File: config.mk
export PLATFORM = sky130hd
export DESIGN_NAME = mem_access_unit_flat
export DESIGN_NICKNAME = d
export VERILOG_FILES = /design/src/rtl/mem_access_unit_pkg.sv /design/src/rtl/mem_access_unit_if.sv /design/src/rtl/mem_access_unit_load_extend.sv /design/src/rtl/mem_access_unit.sv /design/src/flat_wrapper.sv
export SDC_FILE = /design/constraint.sdc
export NUM_CORES = 1
export LEC_CHECK = 0
export BUFFER_PORTS_ARGS = -buffer_cell sky130_fd_sc_hd__clkbuf_2
export CAP_MARGIN = 20
export CORE_MARGIN = 1
export CORE_UTILIZATION = 40
export CTS_CLUSTER_DIAMETER = 150
export CTS_CLUSTER_SIZE = 20
export DETAILED_ROUTE_END_ITERATION = 16
export GPL_TIMING_DRIVEN = 0
export PLACE_DENSITY = 0.71
export SLEW_MARGIN = 5
export SYNTH_ARGS = -nofsm -noshare
export SYNTH_HDL_FRONTEND = slang
export SYNTH_SLANG_ARGS = --single-unit
File: constraint.sdc
create_clock -name clk -period 3.18 [get_ports clk]
set_clock_uncertainty 0.15 [all_clocks]
set_input_delay 0.159 -clock clk [delete_from_list [all_inputs] [get_ports clk]]
set_output_delay 0.159 -clock clk [all_outputs]
set_load 0.02 [all_outputs]
File: src/rtl/mem_access_unit_pkg.sv
// Shared types and constants for the memory access unit.
package mem_pkg;

    localparam int unsigned ADDR_LIMIT_DEFAULT = 256;

    typedef enum logic [2:0] {
        IDLE,
        WRITE,
        READ,
        CAPTURE,
        RESP
    } state_e;

    // Byte stores replicate the low byte into every lane so the memory can
    // pick whichever lane the address selects.
    function automatic logic [31:0] format_wdata(input logic is_byte, input logic [31:0] wdata);
        return is_byte ? {4{wdata[7:0]}} : wdata;
    endfunction

endpackage

File: src/rtl/mem_access_unit_if.sv
// Core-side request/response handshake bundle.
interface mem_access_unit_if;
    logic        req_valid;
    logic        req_ready;
    logic        req_write;
    logic        req_byte;
    logic        req_signed;
    logic [31:0] req_addr;
    logic [31:0] req_wdata;
    logic        resp_valid;
    logic        resp_ready;
    logic [31:0] resp_rdata;
    logic        resp_err;

    modport master (
        output req_valid, req_write, req_byte, req_signed, req_addr, req_wdata, resp_ready,
        input  req_ready, resp_valid, resp_rdata, resp_err
    );

    modport slave (
        input  req_valid, req_write, req_byte, req_signed, req_addr, req_wdata, resp_ready,
        output req_ready, resp_valid, resp_rdata, resp_err
    );
endinterface

File: src/rtl/mem_access_unit_load_extend.sv
// Load data formatting: lane selection for byte loads plus sign/zero extension.
module load_extend (
    input  logic [31:0] rd_i,
    input  logic [1:0]  lane_i,
    input  logic        byte_i,
    input  logic        signed_i,
    output logic [31:0] data_o
);
    logic [7:0] byte_sel;

    // The memory returns the whole word; the addressed byte sits in lane addr[1:0].
    always_comb begin
        byte_sel = rd_i[7:0];
        case (lane_i)
            2'd0: byte_sel = rd_i[7:0];
            2'd1: byte_sel = rd_i[15:8];
            2'd2: byte_sel = rd_i[23:16];
            2'd3: byte_sel = rd_i[31:24];
            default: byte_sel = rd_i[7:0];
        endcase
        if (byte_i)
            data_o = {{24{signed_i & byte_sel[7]}}, byte_sel};
        else
            data_o = rd_i;
    end
endmodule

File: src/rtl/mem_access_unit.sv
// Single-outstanding load/store unit between a core and a byte-addressed data memory.
module mem_access_unit
    import mem_pkg::*;
#(
    parameter int unsigned ADDR_LIMIT = ADDR_LIMIT_DEFAULT
) (
    input  logic               clk,
    input  logic               reset,
    mem_access_unit_if.slave   bus,
    output logic               mem_we,
    output logic               mem_be,
    output logic [31:0]        mem_a,
    output logic [31:0]        mem_wd,
    input  logic [31:0]        mem_rd
);
    state_e      state_q;
    logic        req_ready_q;
    logic        resp_valid_q;
    logic        resp_err_q;
    logic [31:0] resp_rdata_q;
    logic        mem_we_q;
    logic        mem_be_q;
    logic [31:0] mem_a_q;
    logic [31:0] mem_wd_q;
    logic        byte_q;
    logic        signed_q;
    logic [1:0]  lane_q;

    logic        fault_d;
    logic [31:0] wdata_d;
    logic [31:0] load_data_d;

    // Misaligned word access or out-of-range address faults without touching memory.
    always_comb begin
        fault_d = (!bus.req_byte && (bus.req_addr[1:0] != 2'b00)) || (bus.req_addr >= ADDR_LIMIT);
        wdata_d = format_wdata(bus.req_byte, bus.req_wdata);
    end

    load_extend u_load_extend (
        .rd_i     (mem_rd),
        .lane_i   (lane_q),
        .byte_i   (byte_q),
        .signed_i (signed_q),
        .data_o   (load_data_d)
    );

    // Control FSM with all outputs registered; mem_* are only non-zero in WRITE/READ/CAPTURE.
    always_ff @(posedge clk) begin
        if (!reset) begin
            state_q      <= IDLE;
            req_ready_q  <= 1'b1;
            resp_valid_q <= 1'b0;
            resp_err_q   <= 1'b0;
            resp_rdata_q <= '0;
            mem_we_q     <= 1'b0;
            mem_be_q     <= 1'b0;
            mem_a_q      <= '0;
            mem_wd_q     <= '0;
            byte_q       <= 1'b0;
            signed_q     <= 1'b0;
            lane_q       <= '0;
        end else begin
            case (state_q)
                IDLE: begin
                    if (bus.req_valid) begin
                        req_ready_q <= 1'b0;
                        byte_q      <= bus.req_byte;
                        signed_q    <= bus.req_signed;
                        lane_q      <= bus.req_addr[1:0];
                        if (fault_d) begin
                            state_q      <= RESP;
                            resp_valid_q <= 1'b1;
                            resp_err_q   <= 1'b1;
                            resp_rdata_q <= '0;
                        end else if (bus.req_write) begin
                            state_q  <= WRITE;
                            mem_we_q <= 1'b1;
                            mem_be_q <= bus.req_byte;
                            mem_a_q  <= bus.req_addr;
                            mem_wd_q <= wdata_d;
                        end else begin
                            state_q  <= READ;
                            mem_be_q <= bus.req_byte;
                            mem_a_q  <= bus.req_addr;
                            mem_wd_q <= '0;
                        end
                    end
                end
                WRITE: begin
                    state_q      <= RESP;
                    mem_we_q     <= 1'b0;
                    mem_be_q     <= 1'b0;
                    mem_a_q      <= '0;
                    mem_wd_q     <= '0;
                    resp_valid_q <= 1'b1;
                    resp_err_q   <= 1'b0;
                    resp_rdata_q <= '0;
                end
                READ: begin
                    // Address has been on the bus one cycle; data is valid by the end of CAPTURE.
                    state_q <= CAPTURE;
                end
                CAPTURE: begin
                    state_q      <= RESP;
                    mem_be_q     <= 1'b0;
                    mem_a_q      <= '0;
                    mem_wd_q     <= '0;
                    resp_valid_q <= 1'b1;
                    resp_err_q   <= 1'b0;
                    resp_rdata_q <= load_data_d;
                end
                RESP: begin
                    if (bus.resp_ready) begin
                        state_q      <= IDLE;
                        req_ready_q  <= 1'b1;
                        resp_valid_q <= 1'b0;
                        resp_err_q   <= 1'b0;
                        resp_rdata_q <= '0;
                    end
                end
                default: begin
                    state_q     <= IDLE;
                    req_ready_q <= 1'b1;
                end
            endcase
        end
    end

    assign bus.req_ready  = req_ready_q;
    assign bus.resp_valid = resp_valid_q;
    assign bus.resp_err   = resp_err_q;
    assign bus.resp_rdata = resp_rdata_q;
    assign mem_we         = mem_we_q;
    assign mem_be         = mem_be_q;
    assign mem_a          = mem_a_q;
    assign mem_wd         = mem_wd_q;
endmodule

File: src/flat_wrapper.sv
// flat-port wrapper written by rule: the top's interface ports become plain ports
module mem_access_unit_flat import mem_pkg::*;
#(
    parameter int unsigned ADDR_LIMIT = ADDR_LIMIT_DEFAULT
)
  (clk, reset, mem_we, mem_be, mem_a, mem_wd, mem_rd, bus_req_valid, bus_req_write, bus_req_byte, bus_req_signed, bus_req_addr, bus_req_wdata, bus_resp_ready, bus_req_ready, bus_resp_valid, bus_resp_rdata, bus_resp_err);
  mem_access_unit_if bus_i ();
  input  logic clk;
  input  logic reset;
  output logic mem_we;
  output logic mem_be;
  output logic [31:0] mem_a;
  output logic [31:0] mem_wd;
  input  logic [31:0] mem_rd;
  input wire logic [$bits(bus_i.req_valid)-1:0] bus_req_valid;
  input wire logic [$bits(bus_i.req_write)-1:0] bus_req_write;
  input wire logic [$bits(bus_i.req_byte)-1:0] bus_req_byte;
  input wire logic [$bits(bus_i.req_signed)-1:0] bus_req_signed;
  input wire logic [$bits(bus_i.req_addr)-1:0] bus_req_addr;
  input wire logic [$bits(bus_i.req_wdata)-1:0] bus_req_wdata;
  input wire logic [$bits(bus_i.resp_ready)-1:0] bus_resp_ready;
  output wire logic [$bits(bus_i.req_ready)-1:0] bus_req_ready;
  output wire logic [$bits(bus_i.resp_valid)-1:0] bus_resp_valid;
  output wire logic [$bits(bus_i.resp_rdata)-1:0] bus_resp_rdata;
  output wire logic [$bits(bus_i.resp_err)-1:0] bus_resp_err;
  assign bus_i.req_valid = bus_req_valid;
  assign bus_i.req_write = bus_req_write;
  assign bus_i.req_byte = bus_req_byte;
  assign bus_i.req_signed = bus_req_signed;
  assign bus_i.req_addr = bus_req_addr;
  assign bus_i.req_wdata = bus_req_wdata;
  assign bus_i.resp_ready = bus_resp_ready;
  assign bus_req_ready = bus_i.req_ready;
  assign bus_resp_valid = bus_i.resp_valid;
  assign bus_resp_rdata = bus_i.resp_rdata;
  assign bus_resp_err = bus_i.resp_err;
  mem_access_unit #(.ADDR_LIMIT(ADDR_LIMIT)) u_core (.clk(clk), .reset(reset), .bus(bus_i), .mem_we(mem_we), .mem_be(mem_be), .mem_a(mem_a), .mem_wd(mem_wd), .mem_rd(mem_rd));
endmodule
==> flow_metrics.tcl <==
set metrics [dict create \
    status "finished clean" \
    gp_congestion 0.8672 \
    r2r_slack_ns 0.78 \
    p_per_area_mw_per_mm2 410.1 \
    dp_hpwl_mm 9.124 \
    crit_path_max_fanout 10 \
    dr_total_vias 4368 \
    syn_nets 510 \
    r2r-end "u_core.bus.resp_rdata[13]" \
    p_leak_nw 2.910 \
    endpoint_kind "flip-flop" \
    finalWirelength_mm 13.86 \
    seq_area_frac_synth 0.5075 \
    layout_common_cells "clkbuf_2, dfxtp_1, dlygate4sd3_1, mux2i_1, nand2_1" \
    cts.sinks 108 \
    drv_cap 0 \
    hold_start "bus_resp_ready" \
    period_needed_ns 2.398 \
    worstPathRequired_ns 3.26 \
    cts_buffer_depth 2 \
    final_antenna_net_count 0 \
    path_class "flip-flop to flip-flop" \
    pre_cts_ws_ns 0.7784 \
    rsz0062_at_grt "false" \
    max_freq_ghz 0.4169 \
    die_y_um 105.2 \
    critical-path-max-stage-delay_ns 0.52 \
    synthArstFlopShare 0 \
    synth_flop_cell "dfxtp_1" \
    clkLatencyLatePin_ns 0.36 \
    holdBufCountCts 80 \
    reg2reg_from "u_core.byte_q" \
    drt_iter0_drc 221 \
    synthDominantCellAreaShare 0.5075 \
    start_util 0.4127 \
    drc 0 \
    cp.arrival_ns 2.48 \
    io_buffers 202 \
    slew_violations 0 \
    grt_max_degree 20 \
    io_pins 204 \
    root_buffer "clkbuf_8" \
    worstSetupStartpoint "u_core.byte_q" \
    viasPerCell 5.194 \
    die-area_sq_mm 0.01107 \
    tightestPinTransition_ns 0.8044 \
    total_power_mw 2.648 \
    worst_slack_ns 0.7816 \
    period_share 0.7542 \
    yosysUniqueCellTypes 46 \
    tns_ns 0 \
    num-nets-final 803 \
    numCtsBuffers 9 \
    whs_endpoint "u_core.state_q[2]" \
    post_cts_buffers 0 \
    worst-path-stages 5 \
    worstSetupStartpointType "flip-flop" \
    htree_levels 3 \
    cts_tree "built" \
    core_sq_mm 0.01032 \
    grt_overflow 0 \
    dpl_cell_area_sq_mm 0.005441 \
    num_rows 37 \
    worst_path_most_repeated_cell "clkbuf_1" \
    ff2ff_path_depth 5 \
    avgRoutedWirePerCell_um 16.49 \
    hold_class "input pin to flip-flop" \
    setup_violations 0 \
    slew_headroom 0.4593 \
    final_common_cell "clkbuf_2" \
    ys_ff_latch 108 \
    syn_area_sq_mm 0.004260 \
    synth_edf_count 0 \
    diodes 0 \
    yosysTopAreaCell "dfxtp_1" \
    fp.dieW_um 105.2 \
    cp_top_family "buffers and inverters" \
    critPathBufInv 3 \
    layout-drive-gt1-share 0.3617 \
    peakVddDrop_mv 0.2772 \
    postSynthCellCount 407 \
    drt-pass1-iter-count 5 \
    stdcell_area_sq_mm 0.006456 \
    grt_usage 0.2558 \
    slowest_stage "o21ai_1" \
    ys_warn_count 0 \
    grt_pass1_wl_mm 22.29 \
    hold_viol_final 0 \
    whs_path_depth 3 \
    crit_path_cell_trace "clkbuf_1, clkinv_1, o21ai_1, clkbuf_1, o22ai_1" \
    ys_top_cells_by_area "dfxtp_1, mux2i_1, o2bb2ai_2, and2_1, o22ai_1" \
    nFillCells 815 \
    grt_pass1_vias 4605 \
    avgSynthCellArea_sq_um 10.47 \
    layout-area-overhead-vs-synth_pct 51.54 \
    cts.repair.resized 0 \
    antenna_found_initial 0 \
    clkTransAtPathRegs_ns 0.10 \
]
==> final cells by class <==
type	instances	area, sq um	area share
buffer	34	166.4	0.02578
clock buffer	10	137.6	0.02132
clock inverter	6	76.32	0.01182
inverter	2	7.507	0.001163
multi-input combinational	263	1924	0.2981
sequential	108	2162	0.3349
tap	136	170.2	0.02636
timing repair buffer	282	1812	0.2806
==> state kept, by name, summed over array words and instances, names as in the netlist <==
signal and cells:
u_core.bus.req_ready 1, u_core.bus.resp_err 1, u_core.bus.resp_rdata 32, u_core.bus.resp_valid 1, u_core.byte_q 1, u_core.lane_q 2, u_core.mem_a 32, u_core.mem_be 1
u_core.mem_wd 32, u_core.mem_we 1, u_core.signed_q 1, u_core.state_q 3
==> how the worst max path moves through the flow <==
| stage | slack [ns] | to |
|---|---|---|
| 2_1_floorplan | 1.14 | u_core.mem_wd[16] |
| 3_3_place_gp | 0.86 | u_core.mem_wd[6] |
| 3_5_place_dp | 0.78 | u_core.bus.resp_rdata[13] |
| 4_1_cts | 0.79 | u_core.bus.resp_rdata[17] |
| 5_1_grt | 0.52 | u_core.bus.resp_rdata[14] |
| 6_report | 0.78 | u_core.bus.resp_rdata[13] |
==> power by group <==
group	internal [mW]	switching, mW	total (mW)
Combinational	0.184	0.186	0.370
Sequential	1.36	0.00756	1.37
Clock	0.402	0.505	0.907
==> cells by family (layout without fill, tap and decap cells) <==
logic type | count (synthesis) | after routing | synth area share
multiplexers | 37 | 37 | 0.08693
buffers and inverters | 36 | 334 | 0.04082
AND/OR/NAND/NOR | 124 | 124 | 0.1515
flip-flops | 108 | 108 | 0.5075
AO/OA/AOI/OAI | 102 | 102 | 0.2132
==> synthesized netlist by cell type (all sizes together) (2+ instances only) <==
| cell | instances |
|---|---|
| dfxtp | 108 |
| nand2 | 38 |
| clkbuf | 19 |
| nor4 | 9 |
| nand2b | 3 |
| nor3 | 2 |
| or3 | 2 |
| a22o | 17 |
| mux2i | 37 |
| o21a | 2 |
| o221ai | 7 |
| nor2 | 30 |
| nor2b | 5 |
| a2bb2oi | 7 |
| and2 | 25 |
| o22ai | 24 |
| buf | 15 |
| o2bb2ai | 24 |
| nor4b | 2 |
| o21ai | 11 |
| a21oi | 3 |
==> tightest hold or removal path: cells and delay by family <==
kind,cells,cell delay [ns]
AOI/OAI and AO/OA,1,0.20
and+or+nand+nor,1,0.05
buffers and inverters,1,0.10
==> layer usage <==
| metal | wire length [um] | GRT usage | up-vias |
|---|---|---|---|
| li1 | - | - | 2073 |
| met2 | 6853 | 0.4511 | 212 |
| met5 | 0 | 0 | - |
| met3 | 933 | 0.05427 | 47 |
| met4 | 513 | 0.1278 | 0 |
| met1 | 5564 | 0.2902 | 2036 |
==> stage by stage <==
step	cells	util	hold slack, ns
2_1_floorplan	407	-	0.1345
3_3_place_gp	745	0.5271	0.2232
3_5_place_dp	745	0.5271	0.2259
4_1_cts	841	0.6254	0.01490
5_1_grt	841	0.6254	0.02956
6_report	841	0.6254	0.03246
Power figures use the tool's default switching activity.
